===== src/rtl/mem_wb_elastic.sv =====
// MEM/WB elastic stage: carries a LANES-wide writeback bundle under valid/ready,
// with an optional two-entry skid buffer, synchronous flush and bubble zeroing.
module mem_wb_elastic #(
    parameter int WIDTH = 70,
    parameter int LANES = 2,
    parameter int SKID  = 1
) (
    input  logic                   clk,
    input  logic                   rst,
    input  logic                   flush,
    input  logic                   in_valid,
    input  logic [LANES-1:0]       in_we,
    input  logic [LANES*WIDTH-1:0] in_data,
    output logic                   in_ready,
    output logic                   out_valid,
    output logic [LANES-1:0]       out_we,
    output logic [LANES*WIDTH-1:0] out_data,
    input  logic                   out_ready,
    output logic [1:0]             occupancy
);
    localparam int DW = LANES * WIDTH;

    // Main entry M drives the outputs; skid entry S only fills when M is stalled.
    logic             r_m_valid;
    logic [LANES-1:0] r_m_we;
    logic [DW-1:0]    r_m_data;
    logic             r_s_valid;
    logic [LANES-1:0] r_s_we;
    logic [DW-1:0]    r_s_data;
    logic             r_in_ready;
    logic [1:0]       r_occupancy;

    logic             w_m_valid_next;
    logic [LANES-1:0] w_m_we_next;
    logic [DW-1:0]    w_m_data_next;
    logic             w_s_valid_next;
    logic [LANES-1:0] w_s_we_next;
    logic [DW-1:0]    w_s_data_next;
    logic             w_in_ready_next;
    logic [1:0]       w_occupancy_next;

    logic             w_in_ready;
    logic             w_in_fire;
    logic             w_out_fire;

    // With a skid entry the ready is a flop; without it, it looks through to out_ready.
    assign w_in_ready = (SKID != 0) ? r_in_ready : (~r_m_valid | out_ready);
    assign w_in_fire  = in_valid & w_in_ready & ~flush;
    assign w_out_fire = r_m_valid & out_ready;

    always_comb begin
        w_m_valid_next = r_m_valid;
        w_m_we_next    = r_m_we;
        w_m_data_next  = r_m_data;
        w_s_valid_next = r_s_valid;
        w_s_we_next    = r_s_we;
        w_s_data_next  = r_s_data;

        if (flush) begin
            w_m_valid_next = 1'b0;
            w_m_we_next    = '0;
            w_m_data_next  = '0;
            w_s_valid_next = 1'b0;
            w_s_we_next    = '0;
            w_s_data_next  = '0;
        end else if (SKID != 0) begin
            if (!r_m_valid || w_out_fire) begin
                // M is free this edge: S (older) advances first to keep order.
                if (r_s_valid) begin
                    w_m_valid_next = 1'b1;
                    w_m_we_next    = r_s_we;
                    w_m_data_next  = r_s_data;
                    if (w_in_fire) begin
                        w_s_valid_next = 1'b1;
                        w_s_we_next    = in_we;
                        w_s_data_next  = in_data;
                    end else begin
                        w_s_valid_next = 1'b0;
                        w_s_we_next    = '0;
                        w_s_data_next  = '0;
                    end
                end else if (w_in_fire) begin
                    w_m_valid_next = 1'b1;
                    w_m_we_next    = in_we;
                    w_m_data_next  = in_data;
                end else begin
                    w_m_valid_next = 1'b0;
                    w_m_we_next    = '0;
                    w_m_data_next  = '0;
                end
            end else if (w_in_fire) begin
                w_s_valid_next = 1'b1;
                w_s_we_next    = in_we;
                w_s_data_next  = in_data;
            end
        end else begin
            if (w_in_fire) begin
                w_m_valid_next = 1'b1;
                w_m_we_next    = in_we;
                w_m_data_next  = in_data;
            end else if (w_out_fire) begin
                w_m_valid_next = 1'b0;
                w_m_we_next    = '0;
                w_m_data_next  = '0;
            end
        end

        // S never holds anything in the single-register build.
        if (SKID == 0) begin
            w_s_valid_next = 1'b0;
            w_s_we_next    = '0;
            w_s_data_next  = '0;
        end

        w_in_ready_next  = ~w_s_valid_next;
        w_occupancy_next = {1'b0, w_m_valid_next} + {1'b0, w_s_valid_next};
    end

    always_ff @(posedge clk) begin
        if (rst) begin
            r_m_valid   <= 1'b0;
            r_m_we      <= '0;
            r_m_data    <= '0;
            r_s_valid   <= 1'b0;
            r_s_we      <= '0;
            r_s_data    <= '0;
            r_in_ready  <= 1'b1;
            r_occupancy <= 2'd0;
        end else begin
            r_m_valid   <= w_m_valid_next;
            r_m_we      <= w_m_we_next;
            r_m_data    <= w_m_data_next;
            r_s_valid   <= w_s_valid_next;
            r_s_we      <= w_s_we_next;
            r_s_data    <= w_s_data_next;
            r_in_ready  <= w_in_ready_next;
            r_occupancy <= w_occupancy_next;
        end
    end

    assign in_ready  = w_in_ready;
    assign out_valid = r_m_valid;
    assign out_we    = r_m_we & {LANES{r_m_valid}};
    assign out_data  = r_m_data;
    assign occupancy = r_occupancy;

endmodule


===== config.mk =====
export PLATFORM = sky130hd
export DESIGN_NAME = mem_wb_elastic
export DESIGN_NICKNAME = d
export VERILOG_FILES = /design/src/rtl/mem_wb_elastic.sv
export SDC_FILE = /design/constraint.sdc
export NUM_CORES = 1
export LEC_CHECK = 0
export BUFFER_PORTS_ARGS = -buffer_cell sky130_fd_sc_hd__clkbuf_2
export CORE_UTILIZATION = 45
export CTS_CLUSTER_SIZE = 25
export DETAILED_ROUTE_END_ITERATION = 10
export MAX_ROUTING_LAYER = met4
export PLACE_DENSITY = 0.68
export SYNTH_ARGS = -nofsm -noshare
export SYNTH_HDL_FRONTEND = slang
export SYNTH_SLANG_ARGS = --single-unit

===== constraint.sdc =====
create_clock -name clk -period 2.2 [get_ports clk]
set_input_delay 0.44 -clock clk [delete_from_list [all_inputs] [get_ports clk]]
set_output_delay 0.44 -clock clk [all_outputs]
set_load 0.01 [all_outputs]

==> results of run 1 <==
[how the worst max path moves through the flow]
| stage | end | cells after the start |
|---|---|---|
| detailed placement | out_data[76]$_SDFFE_PP0N_ | 5 |
| CTS | out_we[0] | 2 |
| global placement | out_data[86]$_SDFFE_PP0N_ | 5 |
| finish | out_we[0] | 2 |
| floorplan | occupancy[0]$_SDFF_PP0_ | 8 |
| global route | r_s_data[28]$_SDFFE_PP0P_ | 5 |
[cell usage after synthesis, drive strengths merged]
| library cell | number | area share |
|---|---|---|
| nor2b | 3 | 0.0014 |
| nand2 | 143 | 0.041 |
| or2 | 1 | 0.00047 |
| clkinv | 1 | 0.00028 |
| ha | 1 | 0.00095 |
| nand4 | 142 | 0.067 |
| nor2 | 4 | 0.0013 |
| clkbuf | 94 | 0.027 |
| maj3 | 1 | 0.00076 |
| nand2b | 2 | 0.00095 |
| nor3 | 1 | 0.0012 |
| nand3 | 142 | 0.054 |
| o21ai | 142 | 0.054 |
| and2 | 2 | 0.00095 |
| a31oi | 142 | 0.067 |
| o211ai | 142 | 0.081 |
| and3b | 1 | 0.00066 |
| buf | 143 | 0.067 |
| o2111ai | 142 | 0.094 |
| dfxtp | 289 | 0.44 |
| a21oi | 2 | 0.00076 |
[power by group through the flow]
stage / registers, uW / clock network, uW / logic (uW)
3_5_place_dp: 5430 / 0 / 821
5_1_grt: 5320 / 6110 / 897
3_3_place_gp: 5430 / 0 / 812
6_report: 5320 / 5770 / 833
2_1_floorplan: 5450 / 0 / 464
4_1_cts: 5320 / 5880 / 825
[sequential cells by signal, indices dropped and copies added, names as in the netlist]
signal / cells
r_s_we: 2
r_s_data: 140
out_data: 140
occupancy: 2
out_valid: 1
r_s_valid: 1
r_m_we: 2
in_ready: 1
[area by class of cell]
| type | instances | area, sq um |
|---|---|---|
| Clock buffer | 50 | 1040 |
| Inverter | 1 | 11.3 |
| Sequential cell | 289 | 5790 |
| Clock inverter | 11 | 110 |
| Timing Repair Buffer | 327 | 2070 |
| Tap cell | 384 | 480 |
| Fill cell | 2657 | 13100 |
| Multi-Input combinational cell | 1013 | 6200 |
| Antenna cell | 3 | 7.51 |
[critical path, cell delays in order (launching register included)]
cell and delay, ns:
dfxtp_1 0.45, and2_1 0.17, clkbuf_2 0.13
[metrics by stage]
step	total power, uW	hold WS, ns
after CTS	12000	0.167
after global routing	12300	0.176
after global placement	6250	0.464
after floorplan	5920	0.451
after detailed placement	6260	0.468
final	11900	0.186
[logic make-up after synthesis]
kind of cell | share of synthesized area
AOI/OAI and AO/OA | 0.297
and+or+nand+nor | 0.169
DFF | 0.439
buffers and inverters | 0.0937
adders and majority gates | 0.00171
[routing by layer]
metal  track usage  vias to the layer above  part of all wire
li1              -                     6331                 -
met1         0.363                     6427              0.46
met2         0.369                      503              0.44
met3        0.0542                       76             0.077
met4        0.0778                        0             0.025
met5             -                        -                 0
==> results.json, run 1 <==
{
  "status": "completed",
  "path_clk_slew_ns": 0.06,
  "setup_slack_ns": 0.507,
  "hold_class": "primary input to flop",
  "ys_types": 26,
  "crit_fanout": 5,
  "rr_endpoint": "r_s_data[24]$_SDFFE_PP0P_",
  "synth_area_per_cell_sq_um": 8.57,
  "clockBufferDepth": 3,
  "area_delta_synth_final_pct": 19.1,
  "drive_above_1_share": 0.231,
  "layout_common_cells": "clkbuf_2 (292), dfxtp_1 (288), nand2_1 (143)",
  "dr_total_vias": 13300,
  "syn_nets": 1688,
  "combPwrFrac": 0.070,
  "synth-seq-cells": 289,
  "port_buffers": 292,
  "tritoncts": "done",
  "endpoint_kind": "primary output",
  "seq_area_frac_synth": 0.439,
  "p_leak_uw": 0.00522,
  "grt_overflow": 0,
  "synth-warning-count": 0,
  "post_cts_resize_count": 0,
  "finalHoldViolations": 0,
  "worstPathRequired_ns": 1.76,
  "rsz0062_at_grt": "no",
  "crit_type": "flop to primary output",
  "core_sq_um": 28800,
  "whs_endpoint": "r_s_data[61]$_SDFFE_PP0P_",
  "wl_per_cell_um": 18.8,
  "pre_cts_slack_ns": 0.285,
  "numCtsBuffers": 34,
  "dr.pass1.iters": 5,
  "dp_cells": 2014,
  "post-route-util": 0.546,
  "sw_frac_of_total": 0.237,
  "maxSlewViolCount": 0,
  "grt_use_total": 0.258,
  "p_clk_frac": 0.484,
  "min_period_over_period": 0.770,
  "layout_min_cycle_time_ns": 1.69,
  "viasPerCell": 6.42,
  "grt_max_degree": 167,
  "final_antenna_net_count": 0,
  "final_common_cell": "clkbuf_2",
  "grt_pass1_wl_mm": 63.8,
  "rr_worst_depth": 5,
  "instances_no_fill": 2078,
  "clkLatencyLatePin_ns": 0.51,
  "die-area_sq_um": 30000,
  "crit_start": "out_valid$_SDFF_PP0_",
  "die_h_um": 173,
  "place.gp.congestion": 0.785,
  "fin_nets": 1814,
  "p_per_area_nw_per_um2": 759,
  "htree_levels": 2,
  "hold_depth": 3,
  "cts_root_buffer": "clkbuf_16",
  "start_util": 0.458,
  "fin_tns_setup_ns": 0,
  "placed_cell_area_sq_um": 14600,
  "post_cts_buffers": 0,
  "power.switching_uw": 2830,
  "die_x_um": 173,
  "r2r_slack_ns": 0.51,
  "cts_hold_buf": 0,
  "p_int_uw": 9100,
  "max-vdd-ir-drop_mv": 0.605,
  "worstMarginPinSlew_ns": 0.805,
  "rows": 62,
  "maxCapViolations": 0,
  "hpwl_mm": 21.5,
  "fmax_mhz": 591,
  "antenna_found_initial": 3,
  "reg2reg_from": "out_valid$_SDFF_PP0_",
  "clock-sinks": 289,
  "wl_mm": 39.1,
  "maxSlewHeadroom": 0.463,
  "p_seq_frac": 0.446,
  "synthCells": 1540,
  "arrival_ns": 1.25,
  "synth_area_sq_um": 13200,
  "stdcell_area_sq_um": 15700,
  "setup_viol": 0,
  "drt_iter0_markers": 1594,
  "hold_start": "in_data[61]",
  "drc_errors": 0,
  "grt_pass1_vias": 11900,
  "worst_clock_skew_ns": 0.0135,
  "critPathLaunchType": "flop",
  "io-pin-count": 293
}
Note: power is estimated with default switching activity, not from simulation.
==> run 2: changes to the inputs <==
clock period = 1.7 ns   (was 2.2 ns; I/O delays follow)
==> run 2 against run 1 <==
  * Utilization up 1.3 points
  * Critical path type unchanged
  * Wire length is 0.21% lower
  * Via count down 0.20%
  * Cell count grew 1.4%
  * Cell area rose by 2.4%
  * Sequential cell count unchanged
  * Clock skew decreased by 0.0062 ns
  * Hold slack worse by 0.14 ns
  * Die area did not move
  * Clock-buffer cell count shrank 3
  * Power increased by 26%
==> results.json, run 2 (synthesis results as in run 1) <==
{
  "fmax_mhz": 634,
  "multi_input_area_sq_um": 6200,
  "worstPathRequired_ns": 1.36,
  "combPwrFrac": 0.078,
  "seqCellArea_sq_um": 5790,
  "cp.buffers_inverters": 1,
  "dr.pass1.iters": 5,
  "fin_tns_setup_ns": 0,
  "fin_nets": 1846,
  "p_total_uw": 15100,
  "drive_above_1_share": 0.245,
  "drc_errors": 0,
  "p_leak_uw": 0.00542,
  "htree_levels": 1,
  "crit_type": "flop to primary output",
  "p_clk_frac": 0.464,
  "critPathLaunchType": "flop",
  "grt_use_total": 0.255,
  "antenna_found_initial": 3,
  "setup_slack_ns": 0.122,
  "viasPerCell": 6.31,
  "maxCapViolations": 0,
  "grt_pass1_wl_mm": 62.9,
  "grt_overflow": 0,
  "setup_viol": 0,
  "wl_mm": 39.1,
  "cpMaxStageDelayCell": "dfxtp_2",
  "min_period_over_period": 0.928,
  "clkLatencyLatePin_ns": 0.55,
  "area_delta_synth_final_pct": 22.0,
  "worst_clock_skew_ns": 0.00733,
  "clock-sinks": 289,
  "p_seq_frac": 0.458,
  "die-area_sq_um": 30000,
  "slowest_delay_ns": 0.39,
  "final_common_cell": "clkbuf_2",
  "p_per_area_nw_per_um2": 936,
  "maxSlewViolCount": 0,
  "rsz0062_at_grt": "no",
  "die_x_um": 173,
  "layout_common_cells": "clkbuf_2 (292), dfxtp_1 (287), nand2_1 (143)",
  "io-pin-count": 293,
  "status": "completed",
  "die_h_um": 173,
  "tritoncts": "done",
  "path_cells": "and2_1, clkbuf_2",
  "grt_max_degree": 138,
  "path_clk_slew_ns": 0.06,
  "endpoint_kind": "primary output",
  "rows": 62,
  "sw_frac_of_total": 0.236,
  "start_util": 0.458,
  "pre_cts_slack_ns": 0.0602,
  "core_sq_um": 28800,
  "max-vdd-ir-drop_mv": 0.636,
  "port_buffers": 292,
  "n_fill_cell": 2622,
  "layout_min_cycle_time_ns": 1.58,
  "hpwl_mm": 22.8,
  "clockBufferDepth": 3,
  "finalHoldViolations": 0,
  "hold_class": "primary input to flop",
  "maxSlewHeadroom": 0.561,
  "arrival_ns": 1.24,
  "wl_per_cell_um": 18.5,
  "crit_fanout": 5,
  "dr_total_vias": 13300,
  "grt_pass1_vias": 12000,
  "drt_iter0_markers": 1485,
  "cp_top_family": "flip-flops",
  "worstMarginPinSlew_ns": 0.659,
  "cts_root_buffer": "clkbuf_16",
  "final_antenna_net_count": 0,
  "power.switching_uw": 3550,
  "place.gp.congestion": 0.790,
  "r2r_slack_ns": 0.14,
  "numCtsBuffers": 31,
  "p_int_uw": 11500
}
[run 2: cell types whose count changed in the layout (fill, tap and decap cells not counted), moves of 2 or more]
cell / before / now
clkinv_2: 7 / 4
buf_6: 0 / 2
buf_12: 28 / 41
clkbuf_8: 7 / 10
buf_4: 7 / 25
clkbuf_16: 37 / 33
[run 2: layer usage]
metal	wire length (um)	vias to the layer above	GRT usage
met1	17800	6367	0.356
li1	-	6357	-
met3	2850	66	0.0395
met2	17500	520	0.380
met5	0	-	-
met4	885	0	0.0715
[run 2: power by group through the flow]
stage	clock [uW]	combinational (uW)	sequential (uW)
3_3_place_gp	0	1140	7040
4_1_cts	7120	1150	6890
6_report	6990	1180	6890
3_5_place_dp	0	1150	7040
5_1_grt	7430	1260	6890
2_1_floorplan	0	600	7060
[run 2: worst reg2reg max path, stage by stage, from the launching register on]
cell and delay, ns:
dfxtp_1 0.39, nand2_1 0.11, buf_4 0.16, nor3_4 0.21, buf_12 0.31, o21ai_0 0.25
[run 2: what timing repair did]
| item | CTS | global route |
|---|---|---|
| endpoints found under the setup margin | 0 | 40 |
| resized for setup | 0 | 3 |
| buffers inserted | 0 | 3 |
| endpoints found under the hold margin | 0 | 0 |
| hold buffers | 0 | 0 |
[run 2: layout make-up]
type | count | share of cell area
well taps | 384 | 0.0299
clock buffers | 47 | 0.0582
inverters | 1 | 0.000700
clock inverters | 9 | 0.00785
multi-input cells | 1013 | 0.385
diodes | 3 | 0.000467
repair buffers | 362 | 0.158
flip-flops and latches | 289 | 0.360
[run 2: stage by stage]
step                      hold slack [ns]  utilization  instances  cell area [sq um]
after floorplan                     0.412            -       1540              13200
after global placement              0.465        0.519       2044              14900
after detailed placement            0.468        0.519       2044              14900
after CTS                          0.0203        0.556       2100              16000
after global routing               0.0308        0.559       2108              16100
final                              0.0434        0.559       2108              16100
[run 2: path summary, 6_finish.rpt]
kind                                            startpoint                          to  cells after the start
worst max-delay path                  out_valid$_SDFF_PP0_                   out_we[0]                      2
worst min-delay path                           in_data[48]   r_s_data[48]$_SDFFE_PP0P_                      3
worst max register to register         in_ready$_SDFF_PP1_    r_s_data[2]$_SDFFE_PP0P_                      5
worst min register to register  out_data[118]$_SDFFE_PP0N_  out_data[118]$_SDFFE_PP0N_                      2
==> run 3: changes to the inputs <==
CTS_BUF_LIST = sky130_fd_sc_hd__clkbuf_2   (was unset)
==> run 3 against run 2 <==
  * The run now ends with negative setup slack left
  * Combinational power is 31% higher
  * Cell count is 12% higher
  * Utilization is 8.1 points higher
  * Fmax is 11% lower
==> results.json, run 3 (synthesis results as in run 1) <==
{
  "core_sq_um": 28800,
  "p_clk_frac": 0.373,
  "final_common_cell": "clkbuf_2",
  "worstPathRequired_ns": 1.36,
  "status": "finished, violations left",
  "power.switching_uw": 3760,
  "min_period_over_period": 1.04,
  "die_x_um": 173,
  "maxCapViolations": 0,
  "cts_root_buffer": "clkbuf_2",
  "r2r_slack_ns": 0.05,
  "path_cells": "and2_4, buf_6",
  "drive_above_1_share": 0.341,
  "path_clk_slew_ns": 0.10,
  "dp_cells": 2044,
  "grt_max_degree": 138,
  "worstMarginPinSlew_ns": 0.665,
  "grt_pass1_vias": 13500,
  "instances_no_fill": 2369,
  "max-vdd-ir-drop_mv": 0.452,
  "layout_min_cycle_time_ns": 1.77,
  "crit_type": "flop to primary output",
  "dr.pass1.iters": 6,
  "clockBufferDepth": 3,
  "crit_fanout": 4,
  "setup_slack_ns": -0.0713,
  "hold_class": "primary input to flop",
  "grt_use_total": 0.276,
  "reg2reg_from": "out_valid$_SDFF_PP0_",
  "placed_cell_area_sq_um": 14900,
  "layout_common_cells": "clkbuf_2 (280), dlygate4sd3_1 (145), dfxtp_1 (144)",
  "p_int_uw": 9710,
  "n_fill_cell": 2297,
  "numCtsBuffers": 76,
  "maxSlewViolCount": 0,
  "cp.buffers_inverters": 1,
  "p_leak_uw": 0.00651,
  "tritoncts": "done",
  "fin_tns_setup_ns": -0.127,
  "finalHoldViolations": 0,
  "whs_endpoint": "in_ready$_SDFF_PP1_",
  "drt_iter0_markers": 1770,
  "rr_worst_depth": 6,
  "endpoint_kind": "primary output",
  "stdcell_area_sq_um": 18400,
  "area_delta_synth_final_pct": 39.7,
  "place.gp.congestion": 0.790,
  "die-area_sq_um": 30000,
  "htree_levels": 3,
  "violations": "negative setup slack",
  "hpwl_mm": 22.8,
  "worst_clock_skew_ns": 0.0674,
  "fmax_mhz": 565,
  "start_util": 0.458,
  "hold_start": "flush",
  "setup_viol": 2,
  "rr_endpoint": "out_data[60]$_SDFFE_PP0N_",
  "clock-sinks": 289,
  "io-pin-count": 293,
  "hold_depth": 5,
  "die_h_um": 173,
  "wl_per_cell_um": 18.7,
  "rsz0062_at_grt": "yes",
  "critPathLaunchType": "flop",
  "grt_overflow": 0,
  "maxSlewHeadroom": 0.557,
  "port_buffers": 292,
  "sw_frac_of_total": 0.279,
  "viasPerCell": 6.21,
  "wl_mm": 44.3,
  "final_antenna_net_count": 0,
  "pre_cts_slack_ns": 0.0602,
  "cpMaxStageDelayCell": "dfxtp_4",
  "cp_top_family": "flip-flops",
  "dr_total_vias": 14700,
  "antenna_found_initial": 6,
  "fin_nets": 2078,
  "clkLatencyLatePin_ns": 0.85,
  "drc_errors": 0,
  "combPwrFrac": 0.115,
  "rows": 62,
  "p_seq_frac": 0.512,
  "slowest_delay_ns": 0.37,
  "arrival_ns": 1.43,
  "p_per_area_nw_per_um2": 731,
  "p_total_uw": 13500,
  "grt_pass1_wl_mm": 67.9
}
-- run 3: changes by cell type in the layout (fill, tap and decap cells not counted), sizes merged --
cell         change
inv              +1
dlygate4sd3    +145
clkinvlp         -1
clkbuf          -57
diode            +3
clkinv           +9
buf            +161
-- run 3: worst max-delay path by stage --
stage,from,endpoint,depth (start not counted)
floorplan,out_valid$_SDFF_PP0_,occupancy[0]$_SDFF_PP0_,8
global placement,out_ready,occupancy[0]$_SDFF_PP0_,6
detailed placement,out_ready,occupancy[0]$_SDFF_PP0_,6
CTS,r_m_we[1]$_SDFFE_PP0N_,out_we[1],2
global route,r_m_we[1]$_SDFFE_PP0N_,out_we[1],2
finish,out_valid$_SDFF_PP0_,out_we[1],2
-- run 3: timing repair --
| item | CTS | global route |
|---|---|---|
| endpoints found under the setup margin | 131 | 145 |
| resized for setup | 145 | 249 |
| endpoints found under the hold margin | 289 | 0 |
| hold buffers | 145 | 0 |
| pin swaps | 1 | 0 |
| cloned | 0 | 1 |
| setup buffers | 14 | 32 |
-- run 3: per-layer routing --
metal / GRT usage / vias up / wire length [um] / share of wire
met5: - / - / 0 / 0
met4: 0.0955 / 0 / 932 / 0.021
met3: 0.0518 / 81 / 3460 / 0.078
met2: 0.429 / 776 / 21100 / 0.48
met1: 0.360 / 6979 / 18800 / 0.42
li1: - / 6875 / - / -
-- run 3: worst reg2reg max path, stage by stage (launching register included) --
cell     delay (ns)
dfxtp_4        0.38
buf_4          0.13
nor2b_4        0.28
buf_12         0.26
buf_12         0.24
nand2_1        0.10
a31oi_1        0.18
-- run 3: layout make-up --
cell class                 instances  area, sq um  share of cell area
antenna                            6         15.0            0.000815
clock buffer                     109          546              0.0296
clock inverter                    18          150             0.00815
inverter                           1         11.3            0.000611
multi-input combinational       1013         6200               0.337
sequential                       289         5980               0.325
tap                              384          480              0.0261
timing repair buffer             549         5040               0.274
-- run 3: stage by stage --
stage | utilization | hold slack [ns]
global placement | 0.519 | 0.465
finish | 0.640 | 0.145
detailed placement | 0.519 | 0.468
global route | 0.640 | 0.0977
CTS | 0.605 | 0.0583
floorplan | - | 0.412
-- run 3: power groups by stage --
| stage | logic [uW] | clock network, uW | registers [uW] |
|---|---|---|---|
| 6_report | 1550 | 5030 | 6890 |
| 5_1_grt | 1640 | 5560 | 6900 |
| 4_1_cts | 1430 | 5170 | 6890 |
| 3_5_place_dp | 1150 | 0 | 7040 |
| 3_3_place_gp | 1140 | 0 | 7040 |
| 2_1_floorplan | 600 | 0 | 7060 |
